### src/rtl/sincronizador_param.sv
// Parametrised button conditioner: per channel an N-flop synchroniser, a counter
// debouncer, registered press/release pulses and optional auto-repeat while held.
module sincronizador_param #(
    parameter int N_BOTONES     = 5,
    parameter int SYNC_STAGES   = 2,
    parameter int DEBOUNCE_CYC  = 4,
    parameter int REPEAT_EN     = 1,
    parameter int REPEAT_DELAY  = 8,
    parameter int REPEAT_PERIOD = 4
) (
    input  logic                 _clk_,
    input  logic                 _reset_,
    input  logic [N_BOTONES-1:0] botones_in,
    output logic [N_BOTONES-1:0] botones_out,
    output logic [N_BOTONES-1:0] botones_pulso,
    output logic [N_BOTONES-1:0] botones_suelta
);

    localparam int DW      = $clog2(DEBOUNCE_CYC + 1);
    localparam int REP_MAX = (REPEAT_DELAY > REPEAT_PERIOD) ? REPEAT_DELAY : REPEAT_PERIOD;
    localparam int RW      = $clog2(REP_MAX + 1);

    localparam logic [DW-1:0] DEB_LAST = DW'(DEBOUNCE_CYC - 1);
    localparam logic [RW-1:0] REP_DLY  = RW'(REPEAT_DELAY);
    localparam logic [RW-1:0] REP_PER  = RW'(REPEAT_PERIOD);
    localparam logic [RW-1:0] REP_ONE  = RW'(1);

    typedef enum logic [1:0] {
        ST_IDLE,
        ST_WAIT,
        ST_RPT,
        ST_HOLD
    } repState_e;

    if (SYNC_STAGES < 2) begin : g_badSync
        $fatal(1, "sincronizador_param: SYNC_STAGES must be at least 2");
    end
    if (DEBOUNCE_CYC < 1) begin : g_badDeb
        $fatal(1, "sincronizador_param: DEBOUNCE_CYC must be at least 1");
    end
    if (REPEAT_DELAY < 1) begin : g_badDly
        $fatal(1, "sincronizador_param: REPEAT_DELAY must be at least 1");
    end
    if (REPEAT_PERIOD < 1) begin : g_badPer
        $fatal(1, "sincronizador_param: REPEAT_PERIOD must be at least 1");
    end

    for (genvar i = 0; i < N_BOTONES; i++) begin : g_chan
        logic [SYNC_STAGES-1:0] sync_q;
        logic [DW-1:0]          debCnt_q, debCnt_d;
        logic                   level_q, level_d;
        repState_e              state_q, state_d;
        logic [RW-1:0]          repCnt_q, repCnt_d;
        logic                   pulso_q, pulso_d;
        logic                   suelta_q, suelta_d;
        logic                   syncBit, accept, pressEvt, releaseEvt;

        assign syncBit    = sync_q[SYNC_STAGES-1];
        assign accept     = (syncBit != level_q) && (debCnt_q == DEB_LAST);
        assign pressEvt   = accept && syncBit;
        assign releaseEvt = accept && !syncBit;

        // Any sample agreeing with the accepted level restarts the count, so
        // only DEBOUNCE_CYC consecutive disagreeing samples flip the level.
        always_comb begin
            debCnt_d = debCnt_q;
            level_d  = level_q;
            if (syncBit == level_q) begin
                debCnt_d = '0;
            end else if (debCnt_q == DEB_LAST) begin
                level_d  = syncBit;
                debCnt_d = '0;
            end else begin
                debCnt_d = debCnt_q + 1'b1;
            end
        end

        always_comb begin
            state_d  = state_q;
            repCnt_d = repCnt_q;
            if (releaseEvt) begin
                state_d  = ST_IDLE;
                repCnt_d = '0;
            end else begin
                case (state_q)
                    ST_IDLE: begin
                        if (pressEvt) begin
                            repCnt_d = REP_ONE;
                            state_d  = (REPEAT_EN != 0) ? ST_WAIT : ST_HOLD;
                        end
                    end
                    ST_WAIT: begin
                        if (repCnt_q == REP_DLY) begin
                            repCnt_d = REP_ONE;
                            state_d  = ST_RPT;
                        end else begin
                            repCnt_d = repCnt_q + 1'b1;
                        end
                    end
                    ST_RPT: begin
                        if (repCnt_q == REP_PER) begin
                            repCnt_d = REP_ONE;
                        end else begin
                            repCnt_d = repCnt_q + 1'b1;
                        end
                    end
                    default: begin
                        state_d = state_q;
                    end
                endcase
            end
        end

        // A release takes priority, so press and release pulses never coincide.
        always_comb begin
            pulso_d  = 1'b0;
            suelta_d = releaseEvt;
            if (!releaseEvt) begin
                case (state_q)
                    ST_IDLE: pulso_d = pressEvt;
                    ST_WAIT: pulso_d = (repCnt_q == REP_DLY);
                    ST_RPT:  pulso_d = (repCnt_q == REP_PER);
                    default: pulso_d = 1'b0;
                endcase
            end
        end

        always_ff @(posedge _clk_ or posedge _reset_) begin
            if (_reset_) begin
                sync_q   <= '0;
                debCnt_q <= '0;
                level_q  <= 1'b0;
                state_q  <= ST_IDLE;
                repCnt_q <= '0;
                pulso_q  <= 1'b0;
                suelta_q <= 1'b0;
            end else begin
                sync_q   <= {sync_q[SYNC_STAGES-2:0], botones_in[i]};
                debCnt_q <= debCnt_d;
                level_q  <= level_d;
                state_q  <= state_d;
                repCnt_q <= repCnt_d;
                pulso_q  <= pulso_d;
                suelta_q <= suelta_d;
            end
        end

        assign botones_out[i]    = level_q;
        assign botones_pulso[i]  = pulso_q;
        assign botones_suelta[i] = suelta_q;
    end

endmodule

### config.mk
export PLATFORM = sky130hd
export DESIGN_NAME = sincronizador_param
export DESIGN_NICKNAME = d
export VERILOG_FILES = /design/src/rtl/sincronizador_param.sv
export SDC_FILE = /design/constraint.sdc
export NUM_CORES = 1
export LEC_CHECK = 0
export BUFFER_PORTS_ARGS = -buffer_cell sky130_fd_sc_hd__buf_2
export CAP_MARGIN = 10
export CORE_UTILIZATION = 35
export CTS_BUF_LIST = sky130_fd_sc_hd__clkbuf_2
export DETAILED_ROUTE_END_ITERATION = 6
export GPL_TIMING_DRIVEN = 0
export PLACE_DENSITY = 0.5
export SLEW_MARGIN = 15
export SYNTH_ARGS = -nofsm -noshare
export SYNTH_HDL_FRONTEND = slang
export SYNTH_SLANG_ARGS = --single-unit
export TNS_END_PERCENT = 1
### constraint.sdc
create_clock -name _clk_ -period 2.4 [get_ports _clk_]
set_input_delay 0.36 -clock _clk_ [delete_from_list [all_inputs] [get_ports _clk_]]
set_output_delay 0.36 -clock _clk_ [all_outputs]
set_load 0.01 [all_outputs]
==> load_flow_metrics.sql <==
INSERT INTO impl_metrics (metric_group, metric, value, unit) VALUES
('sta', 'worst-slew-pin-transition', '0.665', 'ns'),
('place', 'detailed_place.area', '4250', 'um^2'),
('power_and_ir_drop', 'pwr-share-comb', '0.466', ''),
('power_and_ir_drop', 'p_per_area', '1040', 'nW/um^2'),
('finish', 'fin_cells', '561', ''),
('yosys', 'synth_cell_type_count', '59', ''),
('worst_setup_path', 'setup.worst_path.class', 'reg -> reg', ''),
('worst_setup_path', 'register_to_register_setup_slack', '0.27', 'ns'),
('yosys', 'yosys.area.top_type_share', '0.444', ''),
('finish', 'insertedDiodeCount', '0', ''),
('sta', 'setup_violations', '0', ''),
('yosys', 'synth_edf_count', '0', ''),
('sta', 'final.period_utilization', '0.886', ''),
('die', 'floorplan.core_area', '10900', 'um^2'),
('worst_setup_path', 'r2r_cells', '6', ''),
('sta', 'timing.final.crit_period', '2.13', 'ns'),
('global_route', 'grt_first_pass_wirelength', '12.2', 'mm'),
('sta', 'finalHoldViolCount', '0', ''),
('die', 'fp.dieW', '108', 'um'),
('sta', 'timing_max_transition_violations_final', '0', ''),
('detailed_routing', 'drt-total-wl', '6.94', 'mm'),
('clocking', 'cts_max_level', '3', ''),
('detailed_routing', 'avgViaCountPerCell', '5.06', ''),
('clocking', 'clk_pin_slew_worst_paths', '0.19', 'ns'),
('clocking', 'cts_sinks', '70', ''),
('power_and_ir_drop', 'power_report.internal_total', '2.78', 'mW'),
('sta', 'setup_repair_after_global_routing_missed_its_margin', 'no', ''),
('finish', 'drive_gt1_frac', '0.162', ''),
('global_route', 'number_of_antenna_violations_at_the_first_check_in_global_routing', '0', ''),
('detailed_routing', 'via_count', '2839', ''),
('yosys', 'yosysWarningCount', '0', ''),
('sta', 'timing.final.ws_setup', '0.274', 'ns'),
('sta', 'timing.fmax', '470', 'MHz'),
('worst_setup_path', 'worst_setup_sp_type', 'flop', ''),
('die', 'design.portCount', '22', ''),
('clocking', 'cts-buffers-inserted', '9', ''),
('clocking', 'clock_tree.root_cell', 'clkbuf_2', ''),
('power_and_ir_drop', 'sequentialPowerShare', '0.392', ''),
('yosys', 'synth.net_count', '419', ''),
('place', 'dpl.cell_count', '539', ''),
('place', 'port_buffers', '21', ''),
('global_route', 'globalRouteOverflowTotal', '0', ''),
('yosys', 'postSynth.topFlopCell', 'dfrtp_1', ''),
('detailed_routing', 'drc', '0', ''),
('worst_setup_path', 'crit_path_cell_trace', 'inv_1 -> ha_1 -> nor4bb_1 -> or4_4 -> or4_1 -> o211ai_1', ''),
('run_status', 'run_status', 'complete, no violations', ''),
('detailed_routing', 'dr.first_iter.drc_count', '62', ''),
('hold_path', 'timing.hold.worst.class', 'in -> async', ''),
('yosys', 'share_of_async_settable_or_async_resettable_flops_after_synthesis', '1.00', ''),
('power_and_ir_drop', 'cellLeakagePower', '2.09', 'nW'),
('power_and_ir_drop', 'power.switching', '1.83', 'mW'),
('place', 'place_congestion', '0.734', ''),
('yosys', 'ys_seq_area_frac', '0.444', ''),
('worst_setup_path', 'worst_r2r_startpoint', 'g_chan[1].state_q[1]', ''),
('yosys', 'netlist_area', '3940', 'um^2'),
('worst_setup_path', 'max_stage_delay', '0.55', 'ns'),
('finish', 'fillerInstances', '1067', ''),
('clocking', 'worst_skew_pair.late_latency', '0.54', 'ns'),
('die', 'initial_utilization', '0.362', ''),
('worst_setup_path', 'crit_path_max_fo', '8', ''),
('worst_setup_path', 'worstPathBufferInverterCount', '1', ''),
('power_and_ir_drop', 'sw_frac_of_total', '0.397', ''),
('finish', 'finished_layout_cell_area', '4420', 'um^2'),
('worst_setup_path', 'crit_required', '2.88', 'ns'),
('global_route', 'first_global_vias', '2796', ''),
('place', 'dp_slack', '0.307', 'ns'),
('worst_setup_path', 'crit_path_top_delay_cell', 'or4_4', ''),
('worst_setup_path', 'critical_path.reg2reg.endpoint', 'g_chan[1].repCnt_q[3]', ''),
('die', 'rows', '38', ''),
('power_and_ir_drop', 'p_clk_frac', '0.142', ''),
('yosys', 'yosys-top-cells-area', 'dfrtp_1 (44%), ha_1 (11%), nand2_1 (3.0%)', '');
[sequential cells by signal, indices dropped and copies added, names as in the netlist]
name             count
g_chan.debCnt_q     15
g_chan.level_q       5
g_chan.pulso_q       5
g_chan.repCnt_q     20
g_chan.state_q      10
g_chan.suelta_q      5
g_chan.sync_q       10
[layer usage]
layer	up-vias	wire length (um)	track usage
met3	15	172	0.0332
met5	-	0	0
met1	1378	3300	0.159
met4	0	195	0.0841
li1	1422	-	-
met2	24	3270	0.216
[worst max path at each step]
stage                            endpoint            startpoint  cells after the start  slack (ns)
floorplan           g_chan[0].debCnt_q[0]               _reset_                      1        0.27
finish              g_chan[1].repCnt_q[3]  g_chan[1].state_q[1]                      6        0.27
global route        g_chan[1].repCnt_q[3]  g_chan[1].state_q[1]                      6        0.18
global placement    g_chan[1].debCnt_q[0]               _reset_                      2       -0.74
CTS                 g_chan[1].repCnt_q[3]  g_chan[1].state_q[1]                      6        0.27
detailed placement  g_chan[1].repCnt_q[3]  g_chan[1].state_q[1]                      6        0.31
[Yosys cell counts, types with 4 or more instances]
library cell and number:
a21oi_1 12, a32o_1 5, and3b_1 4, buf_4 15, dfrtp_1 70, ha_1 35
inv_1 30, nand2_1 32, nand2b_1 10, nand3_1 6, nand3b_1 6, nand4b_1 8
nand4bb_1 4, nor2_1 12, nor2b_1 18, nor3_1 5, nor3b_1 9, nor4bb_1 6
o21ai_0 20, o31ai_1 4, xnor2_1 5
[placed cells by master, fill, tap and decap left out, types with 8 or more instances in the layout]
cell | synthesis | final
nor3b_1 | 9 | 9
nor2_1 | 12 | 12
ha_1 | 35 | 35
nor2b_1 | 18 | 18
nand2_1 | 32 | 32
a21oi_1 | 12 | 12
clkbuf_2 | 0 | 11
buf_4 | 15 | 15
inv_1 | 30 | 29
o21ai_0 | 20 | 20
nand4b_1 | 8 | 8
dfrtp_1 | 70 | 70
buf_2 | 0 | 21
nand2b_1 | 10 | 10
[timing repair]
action                    in CTS  in global routing
hold endpoints to repair      55                  0
hold buffers                   6                  0
buffers inserted               0                  0
[area by class of cell]
type,instances,area (um^2),share of cell area
multi-input combinational,261,1960,0.444
buffer,16,116,0.0263
timing repair buffer,28,193,0.0436
clock inverter,5,50.0,0.0113
clock buffer,11,55.1,0.0125
inverter,30,115,0.0260
tap,140,175,0.0396
sequential,70,1750,0.396
[through the flow]
| stage | TNS, ns | total power [mW] | hold slack (ns) |
|---|---|---|---|
| CTS | 0 | 4.69 | 0.213 |
| global route | 0 | 5.09 | 0.236 |
| global placement | -51.36 | 3.94 | 0.334 |
| floorplan | 0 | 3.50 | 0.331 |
| detailed placement | 0 | 4.00 | 0.313 |
| finish | 0 | 4.61 | 0.258 |
[power by group through the flow]
stage	Sequential, mW	Clock (mW)	Combinational [mW]
after floorplan	1.75	0	1.75
after global placement	1.82	0	2.12
after detailed placement	1.83	0	2.16
after CTS	1.81	0.703	2.18
after global routing	1.87	0.749	2.47
final	1.80	0.655	2.15
[logic make-up after synthesis]
| logic type | synth area share |
|---|---|
| AO/OA/AOI/OAI | 0.154 |
| multiplexers | 0.00857 |
| buffers and inverters | 0.0581 |
| flip-flops | 0.444 |
| AND/OR/NAND/NOR | 0.213 |
| XOR/XNOR | 0.0111 |
| adder cells (fa/ha/maj) | 0.111 |
[worst min-delay path: cells and delay by family]
family	cells	cell delay, ns
buffers and inverters	3	0.85
Note: power is estimated with default switching activity, not from simulation.
